$ cat config.mk
export PLATFORM = sky130hd
export DESIGN_NAME = uart_tx_arbiter_flat
export DESIGN_NICKNAME = d
export VERILOG_FILES = /design/src/rtl/uart_arb_pkg.sv /design/src/rtl/uart_tx_arbiter_if.sv /design/src/rtl/uart_tx_arbiter_rr_arbiter.sv /design/src/rtl/uart_tx_arbiter.sv /design/src/flat_wrapper.sv
export SDC_FILE = /design/constraint.sdc
export NUM_CORES = 1
export LEC_CHECK = 0
export ABC_AREA = 1
export CORE_MARGIN = 2
export CORE_UTILIZATION = 40
export DETAILED_ROUTE_END_ITERATION = 6
export GPL_ROUTABILITY_DRIVEN = 0
export PLACE_DENSITY = 0.66
export SYNTH_ARGS = -nofsm -noshare
export SYNTH_HDL_FRONTEND = slang
export SYNTH_SLANG_ARGS = --single-unit
export TNS_END_PERCENT = 100
$ cat constraint.sdc
create_clock -name clk_i -period 2.96 [get_ports clk_i]
set_input_delay 0.592 -clock clk_i [delete_from_list [all_inputs] [get_ports clk_i]]
set_output_delay 0.592 -clock clk_i [all_outputs]
set_load 0.05 [all_outputs]
$ cat src/rtl/uart_arb_pkg.sv
// ---------------------------------------------------------------------------
// uart_arb_pkg
// Shared types and helpers for the UART transmit arbiter and its reusable
// round-robin core.
//   state_e        : arbiter FSM states (IDLE, START, WAIT)
//   MAX_REQ        : widest requester vector rr_pick handles (8)
//   TIMEOUT_W_DEF  : default watchdog counter width
//   WD_MAX_DEF     : watchdog expiry value at the default width (all ones)
//   rr_pick()      : one-hot round-robin winner, search starts after pointer
// ---------------------------------------------------------------------------
package uart_arb_pkg;

  localparam int MAX_REQ       = 8;
  localparam int TIMEOUT_W_DEF = 20;
  localparam logic [TIMEOUT_W_DEF-1:0] WD_MAX_DEF = '1;

  typedef enum logic [1:0] {
    IDLE  = 2'd0,
    START = 2'd1,
    WAIT  = 2'd2
  } state_e;

  // Pointer holds the last granted index, so the search begins at ptr+1 and
  // ends at ptr itself; that way a lone requester is re-granted every time.
  function automatic logic [MAX_REQ-1:0] rr_pick(input logic [MAX_REQ-1:0] valid,
                                                  input logic [2:0]         ptr,
                                                  input int unsigned        n);
    logic [MAX_REQ-1:0] win;
    logic               found;
    int unsigned        idx;
    win   = '0;
    found = 1'b0;
    for (int unsigned i = 1; i <= MAX_REQ; i++) begin
      if (i <= n && !found) begin
        idx = (32'(ptr) + i) % n;
        if (valid[idx[2:0]]) begin
          win[idx[2:0]] = 1'b1;
          found         = 1'b1;
        end
      end
    end
    return win;
  endfunction

endpackage

$ cat src/rtl/uart_tx_arbiter_if.sv
// ---------------------------------------------------------------------------
// uart_tx_arbiter_if
// Bundles the requester-side byte streams and the UART core transmit side.
//   req_valid_i / req_data_i / req_last_i / req_ready_o : N_REQ byte streams
//   tx_data_o / tx_en_o / tx_done_i                     : UART core tx side
//   busy_o / grant_o / timeout_o                        : status
// Modports:
//   master : requesters + UART core (drive the *_i signals)
//   slave  : the arbiter (drives the *_o signals)
// ---------------------------------------------------------------------------
interface uart_tx_arbiter_if #(
  parameter int N_REQ = 4
);
  logic [N_REQ-1:0]   req_valid_i;
  logic [8*N_REQ-1:0] req_data_i;
  logic [N_REQ-1:0]   req_last_i;
  logic [N_REQ-1:0]   req_ready_o;
  logic [7:0]         tx_data_o;
  logic               tx_en_o;
  logic               tx_done_i;
  logic               busy_o;
  logic [N_REQ-1:0]   grant_o;
  logic               timeout_o;

  modport master (
    output req_valid_i, req_data_i, req_last_i, tx_done_i,
    input  req_ready_o, tx_data_o, tx_en_o, busy_o, grant_o, timeout_o
  );

  modport slave (
    input  req_valid_i, req_data_i, req_last_i, tx_done_i,
    output req_ready_o, tx_data_o, tx_en_o, busy_o, grant_o, timeout_o
  );
endinterface

$ cat src/rtl/uart_tx_arbiter_rr_arbiter.sv
// ---------------------------------------------------------------------------
// rr_arbiter
// Generic round-robin arbiter: combinational rotate-priority pick plus the
// registered "last granted" pointer. Meant for reuse on other shared
// peripherals.
//   clk_i, rst_i : clock, synchronous active-high reset (pointer -> 0)
//   req_i        : N request lines
//   ptr_load_i   : commit ptr_i as the new last-granted index
//   ptr_i        : index to commit
//   gnt_o        : one-hot winner (zero when no request)
//   gnt_idx_o    : binary index of gnt_o
// ---------------------------------------------------------------------------
module rr_arbiter
  import uart_arb_pkg::*;
#(
  parameter int N  = 4,
  parameter int IW = $clog2(N)
) (
  input  logic          clk_i,
  input  logic          rst_i,
  input  logic [N-1:0]  req_i,
  input  logic          ptr_load_i,
  input  logic [IW-1:0] ptr_i,
  output logic [N-1:0]  gnt_o,
  output logic [IW-1:0] gnt_idx_o
);

  logic [IW-1:0]      ptr_q, ptr_d;
  logic [MAX_REQ-1:0] win;

  always_comb begin
    win       = rr_pick(MAX_REQ'(req_i), 3'(ptr_q), N);
    gnt_o     = win[N-1:0];
    gnt_idx_o = '0;
    for (int i = 0; i < N; i++) begin
      if (gnt_o[i]) gnt_idx_o = IW'(i);
    end
  end

  always_comb begin
    ptr_d = ptr_q;
    if (ptr_load_i) ptr_d = ptr_i;
  end

  always_ff @(posedge clk_i) begin
    if (rst_i) ptr_q <= '0;
    else       ptr_q <= ptr_d;
  end

endmodule

$ cat src/rtl/uart_tx_arbiter.sv
// ---------------------------------------------------------------------------
// uart_tx_arbiter
// Shares one UART transmitter between N_REQ byte-stream requesters using
// round-robin arbitration, one frame in flight at a time, with a tx_done
// watchdog.
//   clk_i, rst_i : clock, synchronous active-high reset
//   bus (slave)  : requester streams, UART tx side, busy/grant/timeout status
// Optional build macro UART_ARB_PKT_LOCK_EN: hold the grant on one requester
// until it sends a byte flagged req_last_i (or the watchdog fires), so packets
// never interleave. Without it req_last_i is ignored.
// ---------------------------------------------------------------------------
module uart_tx_arbiter
  import uart_arb_pkg::*;
#(
  parameter int N_REQ     = 4,
  parameter int TIMEOUT_W = TIMEOUT_W_DEF
) (
  input logic               clk_i,
  input logic               rst_i,
  uart_tx_arbiter_if.slave  bus
);

  localparam int IW = $clog2(N_REQ);
  localparam logic [TIMEOUT_W-1:0] WD_MAX = '1;

  state_e               state_q, state_d;
  logic [7:0]           data_q, data_d;
  logic [N_REQ-1:0]     grant_q, grant_d;
  logic [TIMEOUT_W-1:0] wd_q, wd_d;
  logic                 timeout_q, timeout_d;
  logic [IW-1:0]        owner_q, owner_d;

  logic [N_REQ-1:0]     cand;
  logic [N_REQ-1:0]     pick;
  logic [IW-1:0]        pick_idx;
  logic                 ptr_load;
  logic [N_REQ-1:0]     ready;
  logic [N_REQ-1:0]     grant_out;

`ifdef UART_ARB_PKT_LOCK_EN
  logic lock_q, lock_d;
  // While locked only the owner of the open packet may win.
  assign cand = lock_q ? (bus.req_valid_i & (N_REQ'(1) << owner_q)) : bus.req_valid_i;
`else
  logic unused_last;
  assign unused_last = ^bus.req_last_i;
  assign cand        = bus.req_valid_i;
`endif

  rr_arbiter #(.N(N_REQ), .IW(IW)) u_rr (
    .clk_i      (clk_i),
    .rst_i      (rst_i),
    .req_i      (cand),
    .ptr_load_i (ptr_load),
    .ptr_i      (owner_q),
    .gnt_o      (pick),
    .gnt_idx_o  (pick_idx)
  );

  always_comb begin
    state_d   = state_q;
    data_d    = data_q;
    grant_d   = grant_q;
    wd_d      = wd_q;
    timeout_d = timeout_q;
    owner_d   = owner_q;
    ptr_load  = 1'b0;
    ready     = '0;
    grant_out = grant_q;
`ifdef UART_ARB_PKT_LOCK_EN
    lock_d    = lock_q;
`endif
    case (state_q)
      IDLE: begin
        // No acceptance while reset is held, so outputs stay zero during it.
        if (|cand && !rst_i) begin
          ready     = pick;
          grant_d   = pick;
          grant_out = pick;
          owner_d   = pick_idx;
          data_d    = bus.req_data_i[int'(pick_idx)*8 +: 8];
          state_d   = START;
`ifdef UART_ARB_PKT_LOCK_EN
          lock_d    = !bus.req_last_i[pick_idx];
`endif
        end
      end
      START: begin
        wd_d    = '0;
        state_d = WAIT;
      end
      WAIT: begin
        wd_d = wd_q + TIMEOUT_W'(1);
        // A done arriving on the expiry cycle wins over the timeout.
        if (bus.tx_done_i) begin
          ptr_load = 1'b1;
          state_d  = IDLE;
        end else if (wd_d == WD_MAX) begin
          timeout_d = 1'b1;
          state_d   = IDLE;
`ifdef UART_ARB_PKT_LOCK_EN
          lock_d    = 1'b0;
`endif
        end
      end
      default: state_d = IDLE;
    endcase
  end

  always_ff @(posedge clk_i) begin
    if (rst_i) begin
      state_q   <= IDLE;
      data_q    <= '0;
      grant_q   <= '0;
      wd_q      <= '0;
      timeout_q <= 1'b0;
      owner_q   <= '0;
`ifdef UART_ARB_PKT_LOCK_EN
      lock_q    <= 1'b0;
`endif
    end else begin
      state_q   <= state_d;
      data_q    <= data_d;
      grant_q   <= grant_d;
      wd_q      <= wd_d;
      timeout_q <= timeout_d;
      owner_q   <= owner_d;
`ifdef UART_ARB_PKT_LOCK_EN
      lock_q    <= lock_d;
`endif
    end
  end

  assign bus.req_ready_o = ready;
  assign bus.grant_o     = grant_out;
  assign bus.tx_data_o   = data_q;
  assign bus.tx_en_o     = (state_q == START);
  assign bus.busy_o      = (state_q != IDLE);
  assign bus.timeout_o   = timeout_q;

endmodule

$ cat src/flat_wrapper.sv
// flat-port wrapper written by rule: the top's interface ports become plain ports
module uart_tx_arbiter_flat import uart_arb_pkg::*;
#(
  parameter int N_REQ     = 4,
  parameter int TIMEOUT_W = TIMEOUT_W_DEF
)
  (clk_i, rst_i, bus_req_valid_i, bus_req_data_i, bus_req_last_i, bus_tx_done_i, bus_req_ready_o, bus_tx_data_o, bus_tx_en_o, bus_busy_o, bus_grant_o, bus_timeout_o);
  uart_tx_arbiter_if #(.N_REQ(N_REQ)) bus_i ();
  input logic clk_i;
  input logic rst_i;
  input wire logic [$bits(bus_i.req_valid_i)-1:0] bus_req_valid_i;
  input wire logic [$bits(bus_i.req_data_i)-1:0] bus_req_data_i;
  input wire logic [$bits(bus_i.req_last_i)-1:0] bus_req_last_i;
  input wire logic [$bits(bus_i.tx_done_i)-1:0] bus_tx_done_i;
  output wire logic [$bits(bus_i.req_ready_o)-1:0] bus_req_ready_o;
  output wire logic [$bits(bus_i.tx_data_o)-1:0] bus_tx_data_o;
  output wire logic [$bits(bus_i.tx_en_o)-1:0] bus_tx_en_o;
  output wire logic [$bits(bus_i.busy_o)-1:0] bus_busy_o;
  output wire logic [$bits(bus_i.grant_o)-1:0] bus_grant_o;
  output wire logic [$bits(bus_i.timeout_o)-1:0] bus_timeout_o;
  assign bus_i.req_valid_i = bus_req_valid_i;
  assign bus_i.req_data_i = bus_req_data_i;
  assign bus_i.req_last_i = bus_req_last_i;
  assign bus_i.tx_done_i = bus_tx_done_i;
  assign bus_req_ready_o = bus_i.req_ready_o;
  assign bus_tx_data_o = bus_i.tx_data_o;
  assign bus_tx_en_o = bus_i.tx_en_o;
  assign bus_busy_o = bus_i.busy_o;
  assign bus_grant_o = bus_i.grant_o;
  assign bus_timeout_o = bus_i.timeout_o;
  uart_tx_arbiter #(.N_REQ(N_REQ), .TIMEOUT_W(TIMEOUT_W)) u_core (.clk_i(clk_i), .rst_i(rst_i), .bus(bus_i));
endmodule
==> summary.md, run 1 <==
| Metric | Value |
|---|---|
| Worst path max stage delay | `0.52 ns` |
| Cell taking the most area after synthesis | `dfxtp_1` |
| Die ar. | `8272 um^2` |
| Worst setup margin | `0.05209 ns` |
| Worst path cell trace | `clkdlybuf4s50_1 > nand2_1 > nand2_2 > inv_1 > o21ai_2 > inv_1 > nor2_4 > nand2_1 > nand3_2 > nand2_2 > inv_1 > buf_12` |
| DR vias/cell | `4.671` |
| Finished Core Util | `0.5326` |
| CP startpoint kind | `input pin` |
| Antenna-violating nets left | `0` |
| Pin count of the biggest net entering global routing | `26` |
| CTS tree | `done` |
| Dpl ws | `0.03000 ns` |
| Worst-path clk slew | `0.07 ns` |
| Worst hold stages | `2` |
| Worst vdd ir | `266.8 uV` |
| Max_cap viols | `0` |
| Max-slew headroom | `0.5740` |
| Fill cells | `787` |
| Number of synthesized flops with an enable pin | `0` |
| Ranking of synthesized cells by area | `dfxtp_1 (26%), nand2_1 (23%), inv_1 (10%)` |
| Cells on worst reg2reg path | `16` |
| Layout Skew | `0.003396 ns` |
| Clock Tree Root | `clkbuf_8` |
| Fin crit period | `2.908 ns` |
| Buf+Inv Stages, Crit Path | `5` |
| Post-synthesis cell type count | `31` |
| Design Area, Final | `3884 um^2` |
| GRT busiest layer | `met2` |
| Top-area cell type share of the netlist area | `0.2582` |
| Arr. time, crit path | `2.32 ns` |
| Worst-Skew Late Latency | `0.29 ns` |
| Die H | `90.95 um` |
| Total power draw | `1.569 mW` |
| Core area | `7292 um^2` |
| GRT Total Usage | `0.1963` |
| Initial DRT Pass Iterations | `4` |
| DR WL/cell | `11.44 um` |
| Fraction of layout cells with a size suffix above 1 | `0.1002` |
| Total grt overflow | `0` |
| CP Capture Type | `primary output` |
| Final cycle utilization of the critical path | `0.9824` |
| Leading cell type in the layout, fill and taps excluded | `nand2_1` |
| Ys async rst share | `0` |
| Flop2flop setup slack | `0.45 ns` |
| Hold EP | `u_core.grant_q[1]` |
| Final hold slack | `0.4731 ns` |
| Top delay family on crit path | `buffers and inverters` |
| Post-Layout Cell Count | `678` |
| Seq. cell area | `784.5 um^2` |
| Met3 usage | `0.02905` |
| Crit. Startpoint | `bus_req_valid_i[0]` |
| # H-tree levels | `2` |
| Initial Util | `0.4147` |
| Initial DRC count | `127` |
| Worst Hold Class | `register to register` |
| Multi-input gate area | `1866 um^2` |
| Post-CTS Repair Setup Buffers | `0` |
| Critical path class | `input pin to primary output` |
| Total Wirelength | `7759 um` |
| Worst hold start | `u_core.grant_q[1]` |
| Clock tree buffer depth | `2` |
| Synthesized net count | `570` |
| Most common cell on crit path | `inv_1` |
| M1 GR Usage | `0.2537` |
| FF-to-FF End | `u_core.bus.tx_data_o[0]` |
| DP HPWL | `5976 um` |
| IO Count | `62` |
| Global-route wire length before repair | `13600 um` |
| Status | `finished, final reports clean` |
| F_max | `343.9 MHz` |
| Synth Warn # | `0` |
| Via count | `3167` |
| Worst-Margin Slew | `0.6382 ns` |
| #FFs+latches synth | `39` |
| Placement Cell Area | `3755 um^2` |
| Sequential share of the synthesized area | `0.2582` |
| Syn_area_per_cell | `5.884 um^2` |
| Area growth, synth to finish | `28.42%` |
| Leak Pwr | `1.840 nW` |
| Ant diodes | `0` |
| Most frequent cells in the layout | `nand2_1 (179), inv_1 (84), nor2_1 (58)` |
| DP Cell Count | `670` |
| Count of pins over their slew limit | `0` |
| Die X | `90.95 um` |
| Clock sinks | `39` |
| Initial antenna violation count | `0` |
| Final hold violation count | `0` |
| Num CTS Buffers | `5` |
| Syn Inst Count | `514` |
| # port buffers | `57` |
| Pwr dens | `404.0 nW/um^2` |
| Setup TNS | `0 ns` |
| Worst-path fanout max | `4` |
| Critical path's slowest cell | `clkdlybuf4s50_1` |
| Reg2Reg Launch Point | `u_core.u_rr.ptr_q[1]` |
| Row count | `31` |
| DRC violations left | `0` |
| Final setup viols | `0` |
| Met2 usage | `0.3358` |
| Vias in the first global route | `3057` |
| Dominant synthesized flop cell | `dfxtp_1` |
| Critical Path RT | `2.37 ns` |
| Nets | `634` |
| Synthesized cell area | `3024 um^2` |
==> power by group <==
| part | internal (mW) | switching (mW) |
|---|---|---|
| combinational | 0.239 | 0.402 |
| sequential | 0.559 | 0.0179 |
| clock | 0.166 | 0.186 |
| total | 0.963 | 0.605 |
==> what timing repair did <==
action | 4_1_cts | 5_1_grt
hold buffers | 0 | 0
setup endpoints to repair | 3 | 7
resized for setup | 2 | 12
endpoints found under the hold margin | 0 | 0
pin swaps | 1 | 2
==> worst reg2reg max path, cell delays in order (launching register included) <==
cell	delay, ns
dfxtp_4	0.39
inv_1	0.06
ha_2	0.40
inv_1	0.08
o21ai_2	0.19
inv_1	0.09
nor2_4	0.15
nand2_1	0.08
nand3_2	0.11
buf_4	0.20
inv_2	0.16
nand2_2	0.19
nor2_1	0.06
nand2_1	0.07
nand3_1	0.08
nand2_1	0.07
inv_1	0.03
==> cells by family (layout without fill, tap and decap cells) <==
| logic type | Yosys count | in the layout | share of synthesized area |
|---|---|---|---|
| adder cells (fa/ha/maj) | 13 | 13 | 0.05379 |
| buffers and inverters | 99 | 164 | 0.1345 |
| XOR/XNOR | 5 | 5 | 0.01448 |
| flip-flops | 39 | 39 | 0.2582 |
| AO/OA/AOI/OAI | 44 | 44 | 0.08192 |
| AND/OR/NAND/NOR | 314 | 314 | 0.4572 |
==> routing by layer <==
metal	vias to the layer above	share of wire
met5	-	0
met1	1427	0.49
met3	10	0.023
met2	36	0.47
met4	0	0.017
li1	1694	-
==> cell type report <==
cell class              count  share of cell area
well taps                  99             0.03189
repair buffers             68              0.1798
flip-flops and latches     39              0.2020
clock inverters             1            0.001289
multi-input cells         376              0.4803
inverters                  88             0.08505
clock buffers               7             0.01965
==> flip-flops by register name (all words and copies together) (netlist names) <==
name	cells
u_core.wd_q	20
u_core.owner_q	2
u_core.grant_q	4
u_core.u_rr.ptr_q	2
u_core.bus.timeout_o	1
u_core.bus.tx_data_o	8
u_core.state_q	2
==> worst max-delay path by stage <==
stage / depth (start not counted) / slack, ns / endpoint
global placement: 12 / 0.02 / bus_grant_o[2]
global route: 12 / -0.07 / bus_req_ready_o[2]
CTS: 11 / 0.02 / bus_grant_o[2]
detailed placement: 12 / 0.03 / bus_grant_o[2]
floorplan: 10 / 0.18 / bus_grant_o[3]
finish: 12 / 0.05 / bus_req_ready_o[2]
==> Yosys cell counts, types with 3 or more instances <==
library cell and instances:
nand2_1 182, inv_1 84, nor2_1 59, nand3_1 45, dfxtp_1 39, a21oi_1 29
ha_1 13, clkbuf_1 7, nand2_2 7, nand4_1 7, o21ai_0 6, nor2_4 4
inv_2 3, nor2_2 3, xor2_1 3
No activity file was read; power rests on OpenSTA's default activity.
==> inputs of run 2 (changes only) <==
--- a/config.mk
+++ b/config.mk
@@ -6,6 +6,7 @@
 export NUM_CORES = 1
 export LEC_CHECK = 0
 export ABC_AREA = 1
+export CAP_MARGIN = 10
 export CORE_MARGIN = 2
 export CORE_UTILIZATION = 40
 export DETAILED_ROUTE_END_ITERATION = 6
==> results of run 2 <==
No change in the layout: final DEF, timing and power equal those of run 1.
